<file path="src/rtl/monster_pkg.sv">
// monster_pkg: shared screen bounds, march FSM states and period helper for the invader formation.
package monster_pkg;
    typedef enum logic [1:0] {IDLE, MARCH, LANDED, CLEARED} march_state_t;
    localparam int SCREEN_W        = 640;
    localparam int SCREEN_H        = 480;
    localparam int MARGIN          = 32;
    localparam int DEF_STEP_PX     = 4;
    localparam int DEF_DROP_PX     = 16;
    localparam int DEF_LEFT_BOUND  = MARGIN;
    localparam int DEF_RIGHT_BOUND = SCREEN_W - MARGIN;
    localparam int DEF_FLOOR_Y     = 416;
    localparam int DEF_INIT_X      = 32;
    localparam int DEF_INIT_Y      = 32;
    function automatic logic [5:0] march_period(input logic [5:0] alive);
        return (alive >> 1) + 6'd1;
    endfunction
endpackage

</file>
<file path="src/rtl/march_tick_gen.sv">
// march_tick_gen: counts frames while marching and pulses moveTick once per march period.
module march_tick_gen
    import monster_pkg::*;
(
    input  logic       clk,
    input  logic       resetN,
    input  logic       startOfFrame,
    input  logic       run,
    input  logic [5:0] aliveCount,
    output logic       moveTick
);
    logic [5:0] frameCnt_q, frameCnt_d, period;
    // >= lets a period that shrank below the running count fire on the very next frame
    always_comb begin
        period     = march_period(aliveCount);
        moveTick   = run && startOfFrame && (frameCnt_q + 6'd1 >= period);
        frameCnt_d = (!run || moveTick) ? 6'd0 : startOfFrame ? frameCnt_q + 6'd1 : frameCnt_q;
    end
    always_ff @(posedge clk)
        frameCnt_q <= !resetN ? 6'd0 : frameCnt_d;
endmodule

</file>
<file path="src/rtl/monster_march_controller.sv">
// monster_march_controller: march FSM stepping the invader formation, dropping and reversing at screen edges.
module monster_march_controller
    import monster_pkg::*;
#(
    parameter int STEP_PX     = DEF_STEP_PX,
    parameter int DROP_PX     = DEF_DROP_PX,
    parameter int LEFT_BOUND  = DEF_LEFT_BOUND,
    parameter int RIGHT_BOUND = DEF_RIGHT_BOUND,
    parameter int FLOOR_Y     = DEF_FLOOR_Y,
    parameter int INIT_X      = DEF_INIT_X,
    parameter int INIT_Y      = DEF_INIT_Y
) (
    input  logic               clk,
    input  logic               resetN,
    input  logic               startOfFrame,
    input  logic               enable,
    input  logic [5:0]         aliveCount,
    input  logic [9:0]         formationWidth,
    input  logic [8:0]         formationHeight,
    output logic signed [10:0] topLeftX,
    output logic signed [10:0] topLeftY,
    output logic               direction,
    output logic               stepPulse,
    output logic               landed
);
    march_state_t       state_q, state_d;
    logic signed [10:0] x_q, x_d, y_q, y_d;
    logic               dir_q, dir_d, step_q;
    logic               run, move_tick, drop, land;
    logic signed [11:0] x12, right_edge, left_edge, y_drop;
    assign run = (state_q == MARCH) && enable && (aliveCount != 6'd0);
    march_tick_gen u_tick (
        .clk          (clk),
        .resetN       (resetN),
        .startOfFrame (startOfFrame),
        .run          (run),
        .aliveCount   (aliveCount),
        .moveTick     (move_tick)
    );
    // edge tests run in 12-bit signed so X + width cannot wrap
    always_comb begin
        x12        = {x_q[10], x_q};
        right_edge = x12 + $signed({2'b00, formationWidth}) + 12'(STEP_PX);
        left_edge  = x12 - 12'(STEP_PX);
        drop       = dir_q ? (right_edge > 12'(RIGHT_BOUND)) : (left_edge < 12'(LEFT_BOUND));
        y_drop     = {y_q[10], y_q} + 12'(DROP_PX);
        land       = (y_drop + $signed({3'b000, formationHeight})) >= 12'(FLOOR_Y);
        x_d        = (move_tick && !drop) ? (dir_q ? x_q + 11'(STEP_PX) : x_q - 11'(STEP_PX)) : x_q;
        y_d        = (move_tick && drop) ? y_drop[10:0] : y_q;
        dir_d      = (move_tick && drop) ? !dir_q : dir_q;
        state_d    = (aliveCount == 6'd0 && state_q != LANDED) ? CLEARED :
                     (state_q == IDLE && enable)              ? MARCH   :
                     (state_q == MARCH && !enable)            ? IDLE    :
                     (move_tick && drop && land)              ? LANDED  : state_q;
    end
    always_ff @(posedge clk) begin
        if (!resetN) begin
            state_q <= IDLE;
            x_q     <= 11'(INIT_X);
            y_q     <= 11'(INIT_Y);
            dir_q   <= 1'b1;
            step_q  <= 1'b0;
        end else begin
            state_q <= state_d;
            x_q     <= x_d;
            y_q     <= y_d;
            dir_q   <= dir_d;
            step_q  <= move_tick;
        end
    end
    assign topLeftX  = x_q;
    assign topLeftY  = y_q;
    assign direction = dir_q;
    assign stepPulse = step_q;
    assign landed    = (state_q == LANDED);
endmodule
</file>
<file path="config.mk">
export PLATFORM = sky130hd
export DESIGN_NAME = monster_march_controller
export DESIGN_NICKNAME = d
export VERILOG_FILES = /design/src/rtl/monster_pkg.sv /design/src/rtl/march_tick_gen.sv /design/src/rtl/monster_march_controller.sv
export SDC_FILE = /design/constraint.sdc
export NUM_CORES = 1
export LEC_CHECK = 0
export ABC_CLOCK_PERIOD_IN_PS = 4450
export BUFFER_PORTS_ARGS = -buffer_cell sky130_fd_sc_hd__buf_4
export CORE_ASPECT_RATIO = 0.9
export CORE_UTILIZATION = 57
export DETAILED_ROUTE_END_ITERATION = 16
export PLACE_DENSITY = 0.81
export SLEW_MARGIN = 20
export SYNTH_ARGS = -nofsm -noshare
export SYNTH_HDL_FRONTEND = slang
export SYNTH_SLANG_ARGS = --single-unit
</file>
<file path="constraint.sdc">
create_clock -name clk -period 4.45 [get_ports clk]
set_input_delay 0 -clock clk [delete_from_list [all_inputs] [get_ports clk]]
set_output_delay 0 -clock clk [all_outputs]
set_load 0.01 [all_outputs]
</file>
======== After elaboration in Yosys (flattened, before gate mapping) ========
Index checks and enable logic that the tools add are counted.
cells by class
  muxes and demuxes ....................... 6
  order comparisons ....................... 4
  equality and inequality tests ........... 3
  add/sub/neg operators ................... 9
  bitwise logic cells ..................... 1
  reductions and logical operators ........ 20
operators by type and width
  operator                                                     count
  adder 11 x 11 -> 12 bit                                      1
  adder 11 x 6 -> 12 bit, second input constant                1
  adder 12 x 10 -> 12 bit                                      1
  adder 12 x 4 -> 12 bit, second input constant                1
  >= comparator 12 x 10 -> 1 bit, second input constant        1
  > comparator 12 x 11 -> 1 bit, second input constant         1
  less-than comparator 12 x 7 -> 1 bit, second input constant  1
  subtractor 11 x 4 -> 12 bit, second input constant           1
  adder 11 x 4 -> 11 bit, second input constant                1
  2-to-1 mux 11 bit                                            1
  subtractor 11 x 4 -> 11 bit, second input constant           1
  logical AND 1 bit                                            10
  2-to-1 mux 2 bit                                             4
  adder 5 x 1 -> 6 bit, second input constant                  1
  adder 6 x 1 -> 6 bit, second input constant                  1
  >= comparator 6 bit                                          1
  logical NOT 6 bit                                            1
  nonzero test 6 bit                                           1
  logical NOT 1 bit                                            4
  nonzero test 4 bit                                           1
  equality test 2 x 1 -> 1 bit, second input constant          1
  equality test 2 bit, second input constant                   1
  logical NOT 2 bit                                            1
  inequality test 2 bit, second input constant                 1
  other kinds (4)                                              4
word-level totals
  logic and storage cells ................. 49
  register bits ........................... 32

======== Longest topological paths before layout ========
  word-level depth ........................ 11
  depth in mapped cells ................... 13
  depth with buffers taken out ............ 12

======== Hierarchy ========
From an unflattened synthesis, not the netlist that was laid out.
unflattened totals
  cell total of the unflattened synthesis .. 318
  area total of the unflattened synthesis .. 2673.8 sq um
by module, submodules not included
  module                    area each (sq um)  instances  cells an instance  sequential area each (sq um)
  monster_march_controller  2132.0             1          257                400.4
  march_tick_gen            541.8              1          61                 120.1

======== Least setup slack after synthesis ========
OpenSTA, ideal clock, no wires.
  path kind ............................... reg2reg
  start point ............................. register x_q[3] (netlist: topLeftX[3])
  end point ............................... register y_q[7] (netlist: topLeftY[7])
  required time ........................... 4.355 ns
  clock period less this slack ............ 3.230 ns
  data arrival time ....................... 3.135 ns
  setup slack ............................. 1.220 ns
  stages on the path, launching flop included .. 11
  cell sequence ........................... dfxtp_1 ha_1 ha_1 fa_1 a211oi_2 o211ai_1 a211o_1 a221oi_2 o21ai_2 or3_1 o311ai_1
between the ends
  cells in the longest elaborated chain, start to end .. 5
ends and longest elaborated chain
  item                           line                            source
  start, declared                monster_march_controller.sv:27  logic signed [10:0] x_q, x_d, y_q, y_d;
  start signal, assigned         monster_march_controller.sv:59  x_q <= 11'(INIT_X);
  adder 11 x 11 -> 12 bit        monster_march_controller.sv:43  right_edge = x12 + $signed({2'b00, formationWidth}) + 12'(STEP_PX);
  adder 12 x 4 -> 12 bit         monster_march_controller.sv:43
  > comparator 12 x 11 -> 1 bit  monster_march_controller.sv:45  drop = dir_q ? (right_edge > 12'(RIGHT_BOUND)) : (left_edge < 12'(LEFT_BOUND));
  2-to-1 mux 1 bit *             monster_march_controller.sv:45
  logical AND 1 bit *            monster_march_controller.sv:49  y_d = (move_tick && drop) ? y_drop[10:0] : y_q;
  end signal, assigned           monster_march_controller.sv:60  y_q <= 11'(INIT_Y);
  end signal, assigned           monster_march_controller.sv:66  y_q <= y_d;
  end, declared                  monster_march_controller.sv:27
Every way passes the cells marked *; elsewhere a longest branch is shown, timed or not.
A chain may end at the register's enable or synchronous reset.

======== Worst setup path in the final report ========
  start point ............................. register x_q[3] (netlist: topLeftX[3])
  end point ............................... register x_q[10] (netlist: topLeftX[10])
between the ends
  cells in the longest elaborated chain, start to end .. 6
ends and longest elaborated chain
  item                           line                            source
  adder 11 x 11 -> 12 bit        monster_march_controller.sv:43
  adder 12 x 4 -> 12 bit         monster_march_controller.sv:43
  > comparator 12 x 11 -> 1 bit  monster_march_controller.sv:45
  2-to-1 mux 1 bit               monster_march_controller.sv:45
  logical NOT 1 bit              monster_march_controller.sv:48  x_d = (move_tick && !drop) ? (dir_q ? x_q + 11'(STEP_PX) : x_q - 11'(STEP_PX)) : x_q;
  logical AND 1 bit              monster_march_controller.sv:48
Several ways; a longest one is shown, not always the timed one.

==> results.yml <==
die:
  die_y_um: 68.3
  start_util_pct: 60.9
  die_w_um: 75.7
  ios: 54
  rows: 23
  core_sq_um: 4580
  fp.dieArea_sq_um: 5170
worst_setup_path:
  rr_worst_depth: 10
  cpMaxStageDelayCell: "o21ai_2"
  r2r_start: "topLeftX[3]"
  reg2reg_to: "topLeftX[10]"
  start_kind: "register"
  end_kind: "register"
  worstSetupPathType: "register to register"
  worstPathArrival_ns: 4.07
  crit_cells: 10
  crit_path_frequent_cell: "ha_1"
  r2r_slack_ns: 0.59
  worst_path_largest_cell_delay_ns: 0.63
  crit_family: "compound AO/OA/AOI/OAI gates"
  path_max_fanout: 19
  cp_num_buf_inv: 0
  required_ns: 4.66
  worstPathCellList: "ha_1 > ha_1 > fa_1 > a211oi_2 > o21ai_0 > o31a_2 > o311a_1 > o21ai_2 > and3_2 > mux2i_1"
synthesis:
  synthDistinctLibCells: 59
  synth_edf_count: 0
  async_flop_share_pct: 0
  synth_ff_type: "dfxtp_1"
  ys_ff_latch: 26
  seq_area_frac_synth_pct: 18.7
  synth.avg_cell_area_sq_um: 8.10
  syn_inst: 344
  yosysWarnings: 0
  synth_area_sq_um: 2790
detailed_routing:
  first_pass_iters: 4
  wirelength_mm: 6.12
  routedWlPerCell_um: 14.0
  ant_nets: 0
  drc: 0
  vias: 2657
  viasPerCell: 6.08
  drtIter0Drc: 212
cts:
  cts_buffers: 3
  cts_setup_buffers: 0
  cts_root_buffer: "clkbuf_8"
  h-tree-depth: 1
  path_clk_slew_ns: 0.09
  cts_tree: "built"
  clkLatencyLatePin_ns: 0.27
  clkSinkCount: 26
  holdBufCountCts: 0
  clockBufferDepth: 2
  cts-resized-gates: 0
layout:
  diodes: 0
  num-nets-final: 445
  instances_no_fill: 437
  nFillCells: 376
  finish.utilization_pct: 69.2
  area_growth_pct: 13.6
  design_area_sq_um: 3170
  layout-drive-gt1-share_pct: 16.5
min_path:
  holdPathEnd: "direction"
  hold_path_class: "input port to register"
  hold_depth: 2
  hold_path_startpoint: "resetN"
power_and_ir_drop:
  sequentialPowerShare_pct: 40.5
  p_comb_share_pct: 27.1
  ir_drop_uv: 149
  p_total_uw: 606
  leakage_nw: 1.40
  powerDensity_nw_per_um2: 191
  clock_power_share_pct: 32.4
  switching_share_pct: 28.8
  switchingPower_uw: 175
  intPower_uw: 431
sta:
  holdWs_ns: 0.0552
  maxSlewViolCount: 0
  skew_ns: 0.00116
  setup_viol: 0
  final.min_clock_period_ns: 3.86
  max_slew.worst_pin.slew_ns: 0.770
  relSlewSlack_pct: 48.7
  tns_ns: 0
  finalHoldViolations: 0
  fmax_mhz: 259
  grt_setup_unrepaired: "false"
  post-route-worst-setup-slack_ns: 0.588
  fin_crit_sh_pct: 86.8
global_route:
  grt_pass1_wl_mm: 9.85
  grt_overflow: 0
  antenna_found_initial: 0
  grt_pass1_vias: 2233
  grt_max_degree: 28
  grt_use_total_pct: 24.1
placement:
  io_buffers: 43
  dp.cells: 433
  detailed_place_hpwl_mm: 4.59
  placed_area_sq_um: 3100
  pre_cts_ws_ns: 0.684
  globalplace.congestion: 0.821
run_status:
  status: "complete, no violations"
flow_run:
  cap_violations: 0
[synthesized netlist by cell type, types with 6 or more instances]
library cell   n  area [sq um]
ha_1          37           463
nor2_1        33           124
dfxtp_1       26           521
a21oi_1       16          80.1
nand3_1       15          75.1
o21ai_0       15          75.1
inv_1         14          52.6
xnor2_1       14           123
clkbuf_1      13          48.8
nor3_1        13          65.1
xor2_1        13           114
nand2_1       11          41.3
and3_1         8          50.1
nand4_1        8          50.1
buf_4          7          52.6
o211ai_1       6          45.0
[worst register-to-register path: stages, from the launching register on]
cell	delay [ns]
dfxtp_1	0.50
ha_1	0.29
ha_1	0.24
fa_1	0.48
a211oi_2	0.48
o21ai_0	0.18
o31a_2	0.14
o311a_1	0.36
o21ai_2	0.63
and3_2	0.33
mux2i_1	0.16
[routing by layer]
layer | vias to the layer above | wire, um | GRT usage [%]
li1 | 1349 | - | -
met1 | 1230 | 3050 | 35.1
met2 | 74 | 2800 | 39.0
met3 | 4 | 242 | 3.09
met4 | 0 | 31 | 3.01
met5 | - | 0 | 0
[power by group through the flow]
stage | sequential (mW) | combinational [mW] | clock [mW]
final | 0.245 | 0.164 | 0.197
after global placement | 0.250 | 0.156 | 0
after detailed placement | 0.250 | 0.161 | 0
after floorplan | 0.250 | 0.121 | 0
after global routing | 0.246 | 0.183 | 0.208
after CTS | 0.245 | 0.163 | 0.199
[layout make-up]
type / instances / area (sq um) / share of cell area [%]
Sequential cell: 26 / 520 / 16.4
Inverter: 14 / 52.6 / 1.66
Multi-Input combinational cell: 287 / 2120 / 66.8
Clock buffer: 3 / 41.3 / 1.30
Clock inverter: 1 / 30.0 / 0.948
Tap cell: 62 / 77.6 / 2.45
Timing Repair Buffer: 44 / 330 / 10.4
[cell families (layout without fill, tap and decap cells)]
family,after synthesis,in the layout,synth area share (%)
flip-flops,26,26,18.7
adder cells (fa/ha/maj),40,40,18.8
AND/OR/NAND/NOR,118,118,22.6
multiplexers,3,3,1.08
other,1,6,0.135
AO/OA/AOI/OAI,93,93,24.2
XOR/XNOR,27,27,8.48
buffers and inverters,36,62,6.10
[registers in the layout (all words and copies together), names as in the netlist]
register and count:
topLeftX 9, state_q 2, topLeftY 7, direction 1, u_tick.frameCnt_q 6, stepPulse 1
[cell usage in the layout, fill, tap and decap left out, drive strengths merged, types with 5 or more instances in the layout]
master	count
nand3	15
a211oi	6
conb	6
nand2	11
a311oi	5
nor2	34
ha	37
o21ai	17
xor2	13
dfxtp	26
or3	5
o211ai	6
nand4	8
and3	10
inv	14
o311ai	7
buf	44
a21o	5
nor3	13
a21oi	17
xnor2	14
[worst max path at each step]
stage	start	slack, ns	endpoint
after floorplan	topLeftX[3]	1.22	topLeftY[7]
after global placement	topLeftX[3]	0.79	state_q[0]
after detailed placement	topLeftX[3]	0.68	topLeftX[10]
after CTS	topLeftX[3]	0.63	topLeftX[10]
after global routing	topLeftX[3]	0.35	topLeftX[10]
final	topLeftX[3]	0.59	topLeftX[10]
No activity file was read; power rests on OpenSTA's default activity.
